<file path="config.mk">
export PLATFORM = sky130hd
export DESIGN_NAME = tlul_req_fifo
export DESIGN_NICKNAME = d
export VERILOG_FILES = /design/src/rtl/tlul_req_fifo_pkg.sv /design/src/rtl/tlul_req_fifo_mem.sv /design/src/rtl/tlul_req_fifo.sv
export SDC_FILE = /design/constraint.sdc
export NUM_CORES = 1
export LEC_CHECK = 0
export BUFFER_PORTS_ARGS = -buffer_cell sky130_fd_sc_hd__buf_2
export CAP_MARGIN = 5
export CORE_MARGIN = 1.5
export CORE_UTILIZATION = 40
export DETAILED_ROUTE_END_ITERATION = 16
export PLACE_DENSITY = 0.69
export RECOVER_POWER = 100
export SLEW_MARGIN = 0
export SYNTH_ARGS = -nofsm -noshare
export SYNTH_HDL_FRONTEND = slang
export SYNTH_SLANG_ARGS = --single-unit
</file>
<file path="constraint.sdc">
create_clock -name clk_i -period 2.4 [get_ports clk_i]
set_clock_uncertainty 0.05 [all_clocks]
set_input_delay 0.12 -clock clk_i [delete_from_list [all_inputs] [get_ports clk_i]]
set_output_delay 0.12 -clock clk_i [all_outputs]
set_load 0.005 [all_outputs]
</file>
<file path="src/rtl/tlul_req_fifo_pkg.sv">
// Shared TL-UL widths (top_pkg) and the host request struct with its FIFO packing helpers (tlul_pkg).
package top_pkg;
    localparam int TL_AW  = 32;
    localparam int TL_DW  = 32;
    localparam int TL_AIW = 8;
    localparam int TL_DBW = TL_DW / 8;
    localparam int TL_SZW = $clog2($clog2(TL_DBW) + 1);
    localparam int TL_APW = 2;
endpackage

package tlul_pkg;
    import top_pkg::*;

    typedef struct packed {
        logic              a_valid;
        logic [2:0]        a_opcode;
        logic [TL_APW-1:0] a_param;
        logic [TL_SZW-1:0] a_size;
        logic [TL_AIW-1:0] a_source;
        logic [TL_AW-1:0]  a_address;
        logic [TL_DBW-1:0] a_mask;
        logic [TL_DW-1:0]  a_data;
        logic              d_ready;
    } tl_h2d_t;

    localparam int REQFIFO_WIDTH = $bits(tl_h2d_t) - 2;
    localparam int TL_MAX_SIZE   = $clog2(TL_DBW);

    typedef logic [REQFIFO_WIDTH-1:0] tl_req_packed_t;

    // Handshake bits (a_valid, d_ready) are regenerated at the output, so they are not stored.
    function automatic tl_req_packed_t pack_req(input tl_h2d_t req);
        return {req.a_opcode, req.a_param, req.a_size, req.a_source,
                req.a_address, req.a_mask, req.a_data};
    endfunction

    function automatic tl_h2d_t unpack_req(input tl_req_packed_t p, input logic a_valid,
                                           input logic d_ready);
        tl_h2d_t r;
        r = {a_valid, p, d_ready};
        return r;
    endfunction
endpackage

</file>
<file path="src/rtl/tlul_req_fifo_mem.sv">
// Depth x Width register array: one synchronous write port, one asynchronous read port.
module tlul_req_fifo_mem #(
    parameter int Depth = 4,
    parameter int Width = 83,
    localparam int AddrW = $clog2(Depth)
) (
    input  logic             clk_i,
    input  logic             we_i,
    input  logic [AddrW-1:0] waddr_i,
    input  logic [Width-1:0] wdata_i,
    input  logic [AddrW-1:0] raddr_i,
    output logic [Width-1:0] rdata_o
);
    logic [Width-1:0] mem [Depth];

    always_ff @(posedge clk_i) begin
        if (we_i) mem[waddr_i] <= wdata_i;
    end

    assign rdata_o = mem[raddr_i];
endmodule

</file>
<file path="src/rtl/tlul_req_fifo.sv">
// TL-UL A-channel request FIFO with malformed-request screening.
// Optional per-entry even parity when TLUL_REQ_FIFO_PARITY_EN is defined.
module tlul_req_fifo
    import top_pkg::*;
    import tlul_pkg::*;
#(
    parameter int Depth = 4,
    localparam int CntW = $clog2(Depth + 1)
) (
    input  logic              clk_i,
    input  logic              rst_i,
    input  tl_h2d_t           tl_h_i,
    output logic              a_ready_o,
    output tl_h2d_t           tl_d_o,
    input  logic              a_ready_i,
    output logic [CntW-1:0]   depth_o,
    output logic              err_valid_o,
    output logic [TL_AIW-1:0] err_source_o,
    output logic [TL_SZW-1:0] err_size_o
`ifdef TLUL_REQ_FIFO_PARITY_EN
    ,
    output logic              parity_err_o
`endif
);
    localparam int PtrW = $clog2(Depth);
`ifdef TLUL_REQ_FIFO_PARITY_EN
    localparam int MemW = REQFIFO_WIDTH + 1;
`else
    localparam int MemW = REQFIFO_WIDTH;
`endif

    logic [PtrW-1:0] wptr, rptr;
    logic [CntW-1:0] count;
    logic            full, empty, accept, malformed, push, pop;
    tl_req_packed_t  wr_req, rd_req;
    logic [MemW-1:0] wdata, rdata;

    assign full      = (count == CntW'(Depth));
    assign empty     = (count == '0);
    assign a_ready_o = !full;
    assign depth_o   = count;

    assign malformed = (tl_h_i.a_size > TL_SZW'(TL_MAX_SIZE)) || (tl_h_i.a_mask == '0);
    assign accept    = tl_h_i.a_valid && !full;
    assign push      = accept && !malformed;
    assign pop       = !empty && a_ready_i;

    assign wr_req = pack_req(tl_h_i);
`ifdef TLUL_REQ_FIFO_PARITY_EN
    assign wdata  = {^wr_req, wr_req};
    assign rd_req = rdata[REQFIFO_WIDTH-1:0];
`else
    assign wdata  = wr_req;
    assign rd_req = rdata;
`endif

    assign tl_d_o = unpack_req(rd_req, !empty, tl_h_i.d_ready);

    tlul_req_fifo_mem #(
        .Depth (Depth),
        .Width (MemW)
    ) u_mem (
        .clk_i   (clk_i),
        .we_i    (push),
        .waddr_i (wptr),
        .wdata_i (wdata),
        .raddr_i (rptr),
        .rdata_o (rdata)
    );

    // Depth is a power of two, so pointer increments wrap on their own.
    always_ff @(posedge clk_i) begin
        if (rst_i) begin
            wptr         <= '0;
            rptr         <= '0;
            count        <= '0;
            err_valid_o  <= 1'b0;
            err_source_o <= '0;
            err_size_o   <= '0;
        end else begin
            if (push) wptr <= wptr + PtrW'(1);
            if (pop)  rptr <= rptr + PtrW'(1);
            if (push && !pop)      count <= count + CntW'(1);
            else if (pop && !push) count <= count - CntW'(1);
            err_valid_o <= accept && malformed;
            if (accept && malformed) begin
                err_source_o <= tl_h_i.a_source;
                err_size_o   <= tl_h_i.a_size;
            end
        end
    end

`ifdef TLUL_REQ_FIFO_PARITY_EN
    // Sticky: a corrupted entry is still delivered, only flagged.
    always_ff @(posedge clk_i) begin
        if (rst_i)              parity_err_o <= 1'b0;
        else if (pop && ^rdata) parity_err_o <= 1'b1;
    end
`endif
endmodule

</file>
==> metrics.txt, run 1 <==
setup ws final between 100 and 150 ps; Yosys warnings 0; Critical Path Start depth_o[2]; Gate power share 18.8%; clock sinks 352; 1st-iter DRT viols 305; drt pass-1 iters 4; WL per Instance 19.7 microns; Int Pwr around 13 mW; worst slack at placement 152 ps; initial core utilization 40.8%; post-synthesis adder-cell area fraction 0.639%; Clk pwr share 36.0%; Post-synth EDFFs 332; Die ar. 0.0334 sq mm; crit-path max FO 25; RR Startpoint depth_o[2]; post-synthesis sequential area ratio 80.3%; Worst-path clk slew 60 ps; status finished clean; grt total ovfl 0; placed cell count 1114; final hold vios 0; clk_lat worst skew around 500 ps; area of the core 0.0316 sq mm; fraction of layout cells with a size suffix above 1 24.8%; largest family of logic cells by synthesized area multiplexers; vias in the first global route 6724; Routed Antenna Nets 0; most frequent cells in the layout 332 x edfxtp_1, 148 x clkbuf_1, 86 x dlygate4sd3_1; largest net degree at the start of global routing 55; Peak VDD IR ~560 uV; Post-Synth Simple-Gate Area 1.90%; clock tree buffer depth 3; DP Area 0.0145 sq mm; fillers about 2500; setup bufs post-CTS 0; P&R area growth vs syn 27.4%; Synth Instances 532; leak pwr around 5.3 nW; vias per cell 4.96; # setup viols final 0; Synth Area in Compound Gates less than 1%; Primary FF master, synth edfxtp_1; hold slack 190 ps; first-pass GRT wire length roughly 38000 microns; switching share of total power 23.6%; hold wc startpoint tl_h_i[0]; number of cell rows 65; period utilization between 90% and 100%; Max Clk Rate 441 MHz; Root Buffer clkbuf_16; Netlist cell types 28; mux cell area share after synthesis 15.5%; Hold Crit Class input port to output pin; slew at the pin closest to its max-slew limit approximately 740 ps; Mapped Nets 626; final instance area 0.0165 sq mm; dpl hpwl between 10000 and 15000 microns; Cell Pwr Density between 900 and 1000 mW/mm^2; Top Ports about 190; GRT Overall Usage 15.0%; Slew Viols, Final 0; Post-Synth XOR/XNOR Area 0.271%; asr flop ratio synth 0%; CTS Buf Count 38; critical path class flip-flop to flip-flop; Storage cell area approximately 0.010 sq mm; critical path data required time 2530 ps; remaining routing DRC violations 0; Die X 183 microns; # H-tree levels 2; PortBufs approximately 190; max cap viols 0; commonest non-fill, non-tap cell in the layout edfxtp_1; initial antenna violation count 2; crit end category flip-flop; Via Count 6305; RSZ-0062 raised after global routing false; Reg power frac 45.3%; Die Y 183 microns; CTS tree yes; CP arrival about 2400 ps; fin crit period 2270 ps; area of the multi-input gates 0.00241 sq mm; synthesized cell area 0.0129 sq mm; Non-Filler Instances 1271; CP Launch Type flip-flop; Total Nets Final just over 900; GP Congestion 0.724; Seq cells post-synth 352; relative slew slack 50.8%; final wirelength 25100 microns; Mean Syn Cell Area 24.3 sq um; Psw 3.88 mW
## layout make-up
type,instances,share of cell area (%)
tap,402,3.06
multi-input combinational,151,14.6
clock inverter,16,1.27
clock buffer,53,6.57
inverter,5,0.114
antenna,2,0.0304
timing repair buffer,290,11.3
sequential,352,63.1
## power groups by stage
stage	Combinational (mW)	Sequential, mW	Clock, mW
4_1_cts	3.29	7.42	6.03
3_5_place_dp	3.15	7.55	0
6_report	3.08	7.42	5.89
2_1_floorplan	1.89	7.43	0
3_3_place_gp	3.14	7.53	0
5_1_grt	3.38	7.46	6.28
## metrics by stage
stage / power, mW / util (%) / TNS, ps
3_3_place_gp: 10.7 / 45.9 / 0
4_1_cts: 16.7 / 52.7 / 0
6_report: 16.4 / 52.0 / 0
5_1_grt: 17.1 / 52.0 / 0
2_1_floorplan: 9.31 / - / -23880
3_5_place_dp: 10.7 / 45.9 / 0
## Yosys cell counts (2+ instances only)
master | number | area (sq um)
nor2_1 | 7 | 26.3
ha_1 | 5 | 62.6
and2_2 | 4 | 30.0
xor2_1 | 4 | 35.0
buf_2 | 9 | 45.0
edfxtp_1 | 332 | 9970
mux4_2 | 83 | 1870
nand2b_1 | 22 | 138
dfxtp_1 | 20 | 400
or3_1 | 2 | 12.5
buf_6 | 2 | 22.5
buf_1 | 3 | 11.3
clkbuf_1 | 9 | 33.8
inv_1 | 5 | 18.8
mux2i_1 | 12 | 120
## worst max-delay path, stage by stage (launching register included)
cell and delay [ps]:
dfxtp_1 350, nor3b_1 170, and4b_1 280, clkbuf_1 280
and2_4 480, buf_8 310
## kinds of logic (layout without fill, tap and decap cells)
logic type / count (synthesis) / count (layout)
other: 0 / 2
multiplexers: 96 / 96
buffers and inverters: 29 / 364
AND/OR/NAND/NOR: 40 / 40
AO/OA/AOI/OAI: 5 / 5
flip-flops: 352 / 352
XOR/XNOR: 4 / 4
adder cells (fa/ha/maj): 6 / 6
## final timing paths
check                      to  slack [ps]  cells after the start
min reg2reg   err_source_o[4]         420                      2
max          u_mem.mem[3][57]         130                      5
max reg2reg  u_mem.mem[3][57]         130                      5
min                 tl_d_o[0]         190                      0
## flip-flops by register name (all words and copies together), names as in the netlist, named ones only
| signal | count |
|---|---|
| rptr | 2 |
| err_size_o | 2 |
| err_valid_o | 1 |
| err_source_o | 8 |
| wptr | 2 |
| depth_o | 3 |
| u_mem.mem | 332 |
## metal layers
metal  vias up  part of all wire (%)  track usage, %  routed length [microns]
met2       180                    50            25.5                    12500
met5         -                     0               0                        0
met1      3249                    42            19.1                    10600
li1       2845                     -               -                        -
met4         0                   1.7            4.17                      437
met3        31                   5.9            3.81                     1480
## timing repair
item                                    4_1_cts  5_1_grt
resized for setup                             0        2
endpoints found under the hold margin       347        0
endpoints found under the setup margin        0        1
hold buffers                                 86        0
(Power assumes the default switching activity.)
==> inputs of run 2 (changes only) <==
Settings changed: CORE_MARGIN 1.5 to 5, CORE_UTILIZATION 40 to 53, CTS_BUF_LIST set to sky130_fd_sc_hd__clkbuf_2 sky130_fd_sc_hd__clkbuf_4 sky130_fd_sc_hd__clkbuf_8, PLACE_DENSITY 0.69 to 0.85.
==> run 2 against run 1 <==
  * Sequential cell count did not move
  * Sequential share of layout area up 1.7 points
  * Via count increased by 1.8%
  * Wire length is 0.74% lower
  * Sequential power about the same
  * Critical path type unchanged
  * Final cell count shrank 4.0%
  * Combinational power fell by 2%
  * Critical endpoint is now u_mem.mem[1][59]
  * Critical path depth stayed put
  * Worst hold slack worse by 69 ps
  * Clock-buffer cell count up 22
==> metrics.txt, run 2 (same netlist as run 1, synthesis figures left out) <==
P&R area growth vs syn 24.0% (was 27.4%); Via Count 6421 (was 6305); worst flop-to-flop path endpoint u_mem.mem[1][59] (was u_mem.mem[3][57]); max cap viols 0 (unchanged); critical path data required time 2500 ps (was 2530 ps); # H-tree levels 2 (unchanged); commonest non-fill, non-tap cell in the layout edfxtp_1 (unchanged); Die X 166 microns (was 183 microns); Highest Signal Layer met4 (unchanged); RR Startpoint depth_o[2] (unchanged); area of the core 0.0242 sq mm (was 0.0316 sq mm); Routed Antenna Nets 0 (unchanged); Slew Viols, Final 0 (unchanged); CP peak stage delay 430 ps (was 480 ps); drt pass-1 iters 4 (unchanged); Max Clk Rate 439 MHz (was 441 MHz); Die ar. 0.0276 sq mm (was 0.0334 sq mm); Setup TNS Final 0 ps (unchanged); setup ws final 120 ps (was 133 ps); Hold Crit Endpoint wptr[1] (was tl_d_o[0]); status finished clean (unchanged); Hold Path Depth 4 (was 0); CP top delay family simple AND/OR/NAND/NOR gates (unchanged); Hold Crit Class input port to flip-flop (was input port to output pin); GRT Overall Usage 18.1% (was 15.0%); Root Buffer clkbuf_8 (was clkbuf_16); crit path buf inv count 2 (unchanged); crit-path max FO 43 (was 25); dpl hpwl 15000 microns (was 14900 microns); crit end category flip-flop (unchanged); Cell Pwr Density 943 mW/mm^2 (was 996 mW/mm^2); Core Util, Final 66.3% (was 52.0%); fraction of layout cells with a size suffix above 1 26.0% (was 24.8%); largest net degree at the start of global routing 49 (was 55); initial antenna violation count 1 (was 2); vias in the first global route 6794 (was 6724); total power 15.1 mW (was 16.4 mW); initial core utilization 53.4% (was 40.8%); clock sinks 352 (unchanged); met1 wire length 10400 microns (was 10600 microns); metal2 WL 12300 microns (was 12500 microns); crit-path cells nor3b_1 > and4b_1 > buf_4 > and2_4 > clkbuf_4 (was nor3b_1 > and4b_1 > clkbuf_1 > and2_4 > buf_8); CTS Buf Count 52 (was 38); final hold vios 0 (unchanged); first-pass GRT wire length 39100 microns (was 37600 microns); clk_lat worst skew 550 ps (was 500 ps); hold slack 121 ps (was 190 ps); grt total ovfl 0 (unchanged); Total Nets Final 945 (was 932); worst slack at placement 127 ps (was 152 ps); relative slew slack 50.1% (was 50.8%); PortBufs 185 (unchanged); Top Ports 188 (unchanged); max reg flops 332 (unchanged); WL met3 1770 microns (was 1480 microns); number of cell rows 57 (was 65); reg2reg path depth 5 (unchanged); final wirelength 24900 microns (was 25100 microns); vias per cell 5.26 (was 4.96); hold wc startpoint tl_h_i[84] (was tl_h_i[0]); fillers 1567 (was 2533); RSZ-0062 raised after global routing false (unchanged); CP arrival 2380 ps (was 2400 ps); r2r setup slk 120 ps (was 130 ps); 1st-iter DRT viols 482 (was 305); critical path class flip-flop to flip-flop (unchanged); Biggest register u_mem.mem (unchanged); remaining routing DRC violations 0 (unchanged); # setup viols final 0 (unchanged); Peak VDD IR 646 uV (was 564 uV); clock tree buffer depth 3 (unchanged); period utilization 95.0% (was 94.5%); CTS tree yes (unchanged); slowest stage cell, crit path dfxtp_1 (was and2_4); Worst-path clk slew 60 ps (about the same); WL per Instance 20.4 microns (was 19.7 microns); CP Launch Type flip-flop (unchanged); most frequent cells in the layout 332 x edfxtp_1, 145 x clkbuf_1, 85 x dlygate4sd3_1 (was 332 x edfxtp_1, 148 x clkbuf_1, 86 x dlygate4sd3_1); fin crit period 2280 ps (was 2270 ps); GP Congestion 0.745 (was 0.724); Die Y 166 microns (was 183 microns); leak pwr 5.19 nW (was 5.33 nW); slew at the pin closest to its max-slew limit 749 ps (was 738 ps)
-- run 2: routing by layer --
layer / vias up / global-route usage (%)
li1: 2879 / -
met1: 3279 / 25.6
met2: 232 / 28.8
met3: 31 / 4.81
met4: 0 / 4.56
met5: - / 0
-- run 2: how the worst max path moves through the flow --
stage,end,slack [ps],cells past startpoint,start
global route,u_mem.mem[3][31],7,5,depth_o[1]
floorplan,u_mem.mem[0][0],-70,4,depth_o[0]
finish,u_mem.mem[1][59],120,5,depth_o[2]
CTS,tl_d_o[17],90,3,flip-flop
detailed placement,depth_o[2],130,8,depth_o[0]
global placement,depth_o[2],210,8,depth_o[0]
-- run 2: timing repair --
action,in CTS,in global routing
hold endpoints to repair,350,0
setup endpoints to repair,0,1
gates resized for setup,0,1
hold buffers,85,0
buffers inserted,0,0
-- run 2: stage by stage --
| step | cells | instance area [sq um] |
|---|---|---|
| floorplan | 532 | 12900 |
| finish | 1220 | 16000 |
| global route | 1220 | 16000 |
| CTS | 1219 | 16300 |
| global placement | 1036 | 14400 |
| detailed placement | 1036 | 14400 |
-- run 2: layout make-up --
class,instances,area [sq um],area share (%)
Sequential cell,352,10400,64.8
Multi-Input combinational cell,151,2390,14.9
Timing Repair Buffer,289,1780,11.1
Clock buffer,75,907,5.66
Tap cell,324,405,2.53
Clock inverter,23,130,0.812
Inverter,5,18.8,0.117
Antenna cell,1,2.50,0.0156
-- run 2: report_power, final --
group	internal, mW	switching [mW]
Sequential	7.20	0.218
Combinational	1.58	1.46
Clock	2.55	2.11
Total	11.3	3.79
-- run 2: worst reg2reg max path: cells and delay by family (launching register included) --
family                 cells  cell delay [ps]
and+or+nand+nor            3              760
buffers and inverters      2              570
DFF                        1              430
==> inputs of run 3 (changes only) <==
Settings changed: CORE_UTILIZATION 53 to 51, CTS_BUF_LIST sky130_fd_sc_hd__clkbuf_2 sky130_fd_sc_hd__clkbuf_4 sky130_fd_sc_hd__clkbuf_8 to not set, HOLD_SLACK_MARGIN set to 0.12, PLACE_DENSITY 0.85 to 0.82.
==> run 3 against run 2 <==
  * Combinational power is essentially flat
  * Highest routed layer unchanged
  * First-iteration DRC count shrank 4.1%
  * Final cell count shrank 2.3%
  * Cell area grew 1.0%
  * Sequential cell count is the same
==> metrics.txt, run 3 (same netlist as run 1, synthesis figures left out) <==
# H-tree levels 2 (unchanged); Total Nets Final 927 (was 945); WL met3 1730 microns (was 1770 microns); Reg power frac 46.8% (was 49.1%); Die Y 169 microns (was 166 microns); total power 15.9 mW (was 15.1 mW); crit-path max FO 5 (was 43); relative slew slack 50.9% (was 50.1%); vias per cell 5.32 (was 5.26); critical path class input port to flip-flop (was flip-flop to flip-flop); Cell Pwr Density 981 mW/mm^2 (was 943 mW/mm^2); Hold Crit Class input port to flip-flop (unchanged); largest net degree at the start of global routing 45 (was 49); r2r setup slk 140 ps (was 120 ps); number of cell rows 58 (was 57); Top Ports 188 (unchanged); Gate power share 19.0% (was 20.1%); critical path data required time 2770 ps (was 2500 ps); Via Count 6342 (was 6421); remaining routing DRC violations 0 (unchanged); Hold Crit Endpoint wptr[1] (unchanged); Max Clk Rate 440 MHz (was 439 MHz); Routed Antenna Nets 0 (unchanged); drt pass-1 iters 5 (was 4); crit end category flip-flop (unchanged); final hold vios 0 (unchanged); reg2reg path depth 5 (unchanged); # setup viols final 0 (unchanged); max reg flops 332 (unchanged); clock sinks 352 (unchanged); setup bufs post-CTS 0 (unchanged); switching share of total power 24.0% (was 25.1%); Slew Viols, Final 0 (unchanged); P&R area growth vs syn 25.3% (was 24.0%); Core Util, Final 64.6% (was 66.3%); Int Pwr 12.1 mW (was 11.3 mW); PortBufs 185 (unchanged); Psw 3.81 mW (was 3.79 mW); Die ar. 0.0286 sq mm (was 0.0276 sq mm); period utilization 94.8% (was 95.0%); initial core utilization 51.6% (was 53.4%); GRT Overall Usage 17.9% (was 18.1%); initial antenna violation count 3 (was 1); most frequent cells in the layout 332 x edfxtp_1, 152 x clkbuf_1, 86 x dlygate4sd3_1 (was 332 x edfxtp_1, 145 x clkbuf_1, 85 x dlygate4sd3_1); status finished clean (unchanged); CTS tree yes (unchanged); Highest Signal Layer met4 (unchanged); Worst-path clk slew 60 ps (about the same); max cap viols 0 (unchanged); first-pass GRT wire length 39500 microns (was 39100 microns); Die X 169 microns (was 166 microns); 1st-iter DRT viols 462 (was 482); Peak VDD IR 714 uV (was 646 uV); metal2 WL 13000 microns (was 12300 microns); WL per Instance 21.4 microns (was 20.4 microns); GP Congestion 0.735 (was 0.745); RSZ-0062 raised after global routing false (unchanged); slew at the pin closest to its max-slew limit 736 ps (was 749 ps); Clk pwr share 34.2% (was 30.8%); worst flop-to-flop path endpoint u_mem.mem[2][3] (was u_mem.mem[1][59]); final wirelength 25500 microns (was 24900 microns); area of the core 0.0250 sq mm (was 0.0242 sq mm); fin crit period 2270 ps (was 2280 ps); met1 wire length 10200 microns (was 10400 microns); Setup TNS Final 0 ps (unchanged); CTS Buf Count 35 (was 52); Hold Path Depth 4 (unchanged); grt total ovfl 0 (unchanged); commonest non-fill, non-tap cell in the layout edfxtp_1 (unchanged); hold wc startpoint tl_h_i[84] (unchanged); leak pwr 5.21 nW (was 5.19 nW); RR Startpoint depth_o[2] (unchanged); dpl hpwl 15100 microns (was 15000 microns); clk_lat worst skew 490 ps (was 550 ps); Root Buffer clkbuf_16 (was clkbuf_8); clock tree buffer depth 3 (unchanged); vias in the first global route 6941 (was 6794); Biggest register u_mem.mem (unchanged); CP arrival 2640 ps (was 2380 ps); CP Launch Type input port (was flip-flop); fraction of layout cells with a size suffix above 1 23.2% (was 26.0%)
[run 3: changes by cell type in the layout (fill, tap and decap cells not counted), moves of 3 or more]
cell       before  now
clkbuf_8       55    1
clkbuf_16       0   37
clkbuf_4       23    1
clkbuf_1      145  152
clkinv_1       12    5
buf_4          10    7
bufinv_16       1    4
[run 3: worst max-delay path, stage by stage]
cell,delay [ps]
dlygate4sd3_1,530
clkbuf_1,150
or4_4,550
and4b_1,220
ha_1,230
inv_1,80
fa_1,200
xor2_1,100
or3_1,310
a21oi_1,150
[run 3: metal layers]
metal  up-vias  track usage [%]
met3        47             4.22
met2       224             30.3
met4         0             5.22
met1      3229             23.4
met5         -                0
li1       2842                -
[run 3: power groups by stage]
stage / Combinational (mW) / Sequential (mW) / Clock (mW)
3_3_place_gp: 3.08 / 7.52 / 0
6_report: 3.02 / 7.43 / 5.42
5_1_grt: 3.29 / 7.47 / 5.85
3_5_place_dp: 3.12 / 7.55 / 0
4_1_cts: 3.25 / 7.43 / 5.54
2_1_floorplan: 1.89 / 7.43 / 0
[run 3: worst max-delay path by stage]
stage | from | end | cells after the start
floorplan | depth_o[0] | u_mem.mem[0][0] | 4
global placement | depth_o[0] | depth_o[2] | 8
detailed placement | depth_o[0] | depth_o[2] | 8
CTS | depth_o[0] | depth_o[2] | 8
global route | depth_o[2] | u_mem.mem[0][50] | 5
finish | tl_h_i[34] | depth_o[2] | 10
[run 3: through the flow]
stage / instance area [sq um] / hold slack (ps) / cells / setup WS [ps]
2_1_floorplan: 12900 / 169 / 532 / -71.9
3_3_place_gp: 14400 / 190 / 1040 / 206
3_5_place_dp: 14400 / 190 / 1040 / 87.8
4_1_cts: 16400 / 134 / 1189 / 65.2
5_1_grt: 16200 / 190 / 1192 / 21.8
6_report: 16200 / 166 / 1192 / 126
[run 3: cell type report]
type,instances,area [sq um]
clock buffers,45,966
flip-flops and latches,352,10400
fillers,1680,8860
well taps,330,413
diodes,3,7.51
multi-input cells,151,2410
repair buffers,288,1800
inverters,5,18.8
clock inverters,18,193
[run 3: what timing repair did]
action                                  4_1_cts  5_1_grt
hold endpoints to repair                    351        0
endpoints found under the setup margin        0        2
resized for setup                             0        3
hold buffers                                 86        0
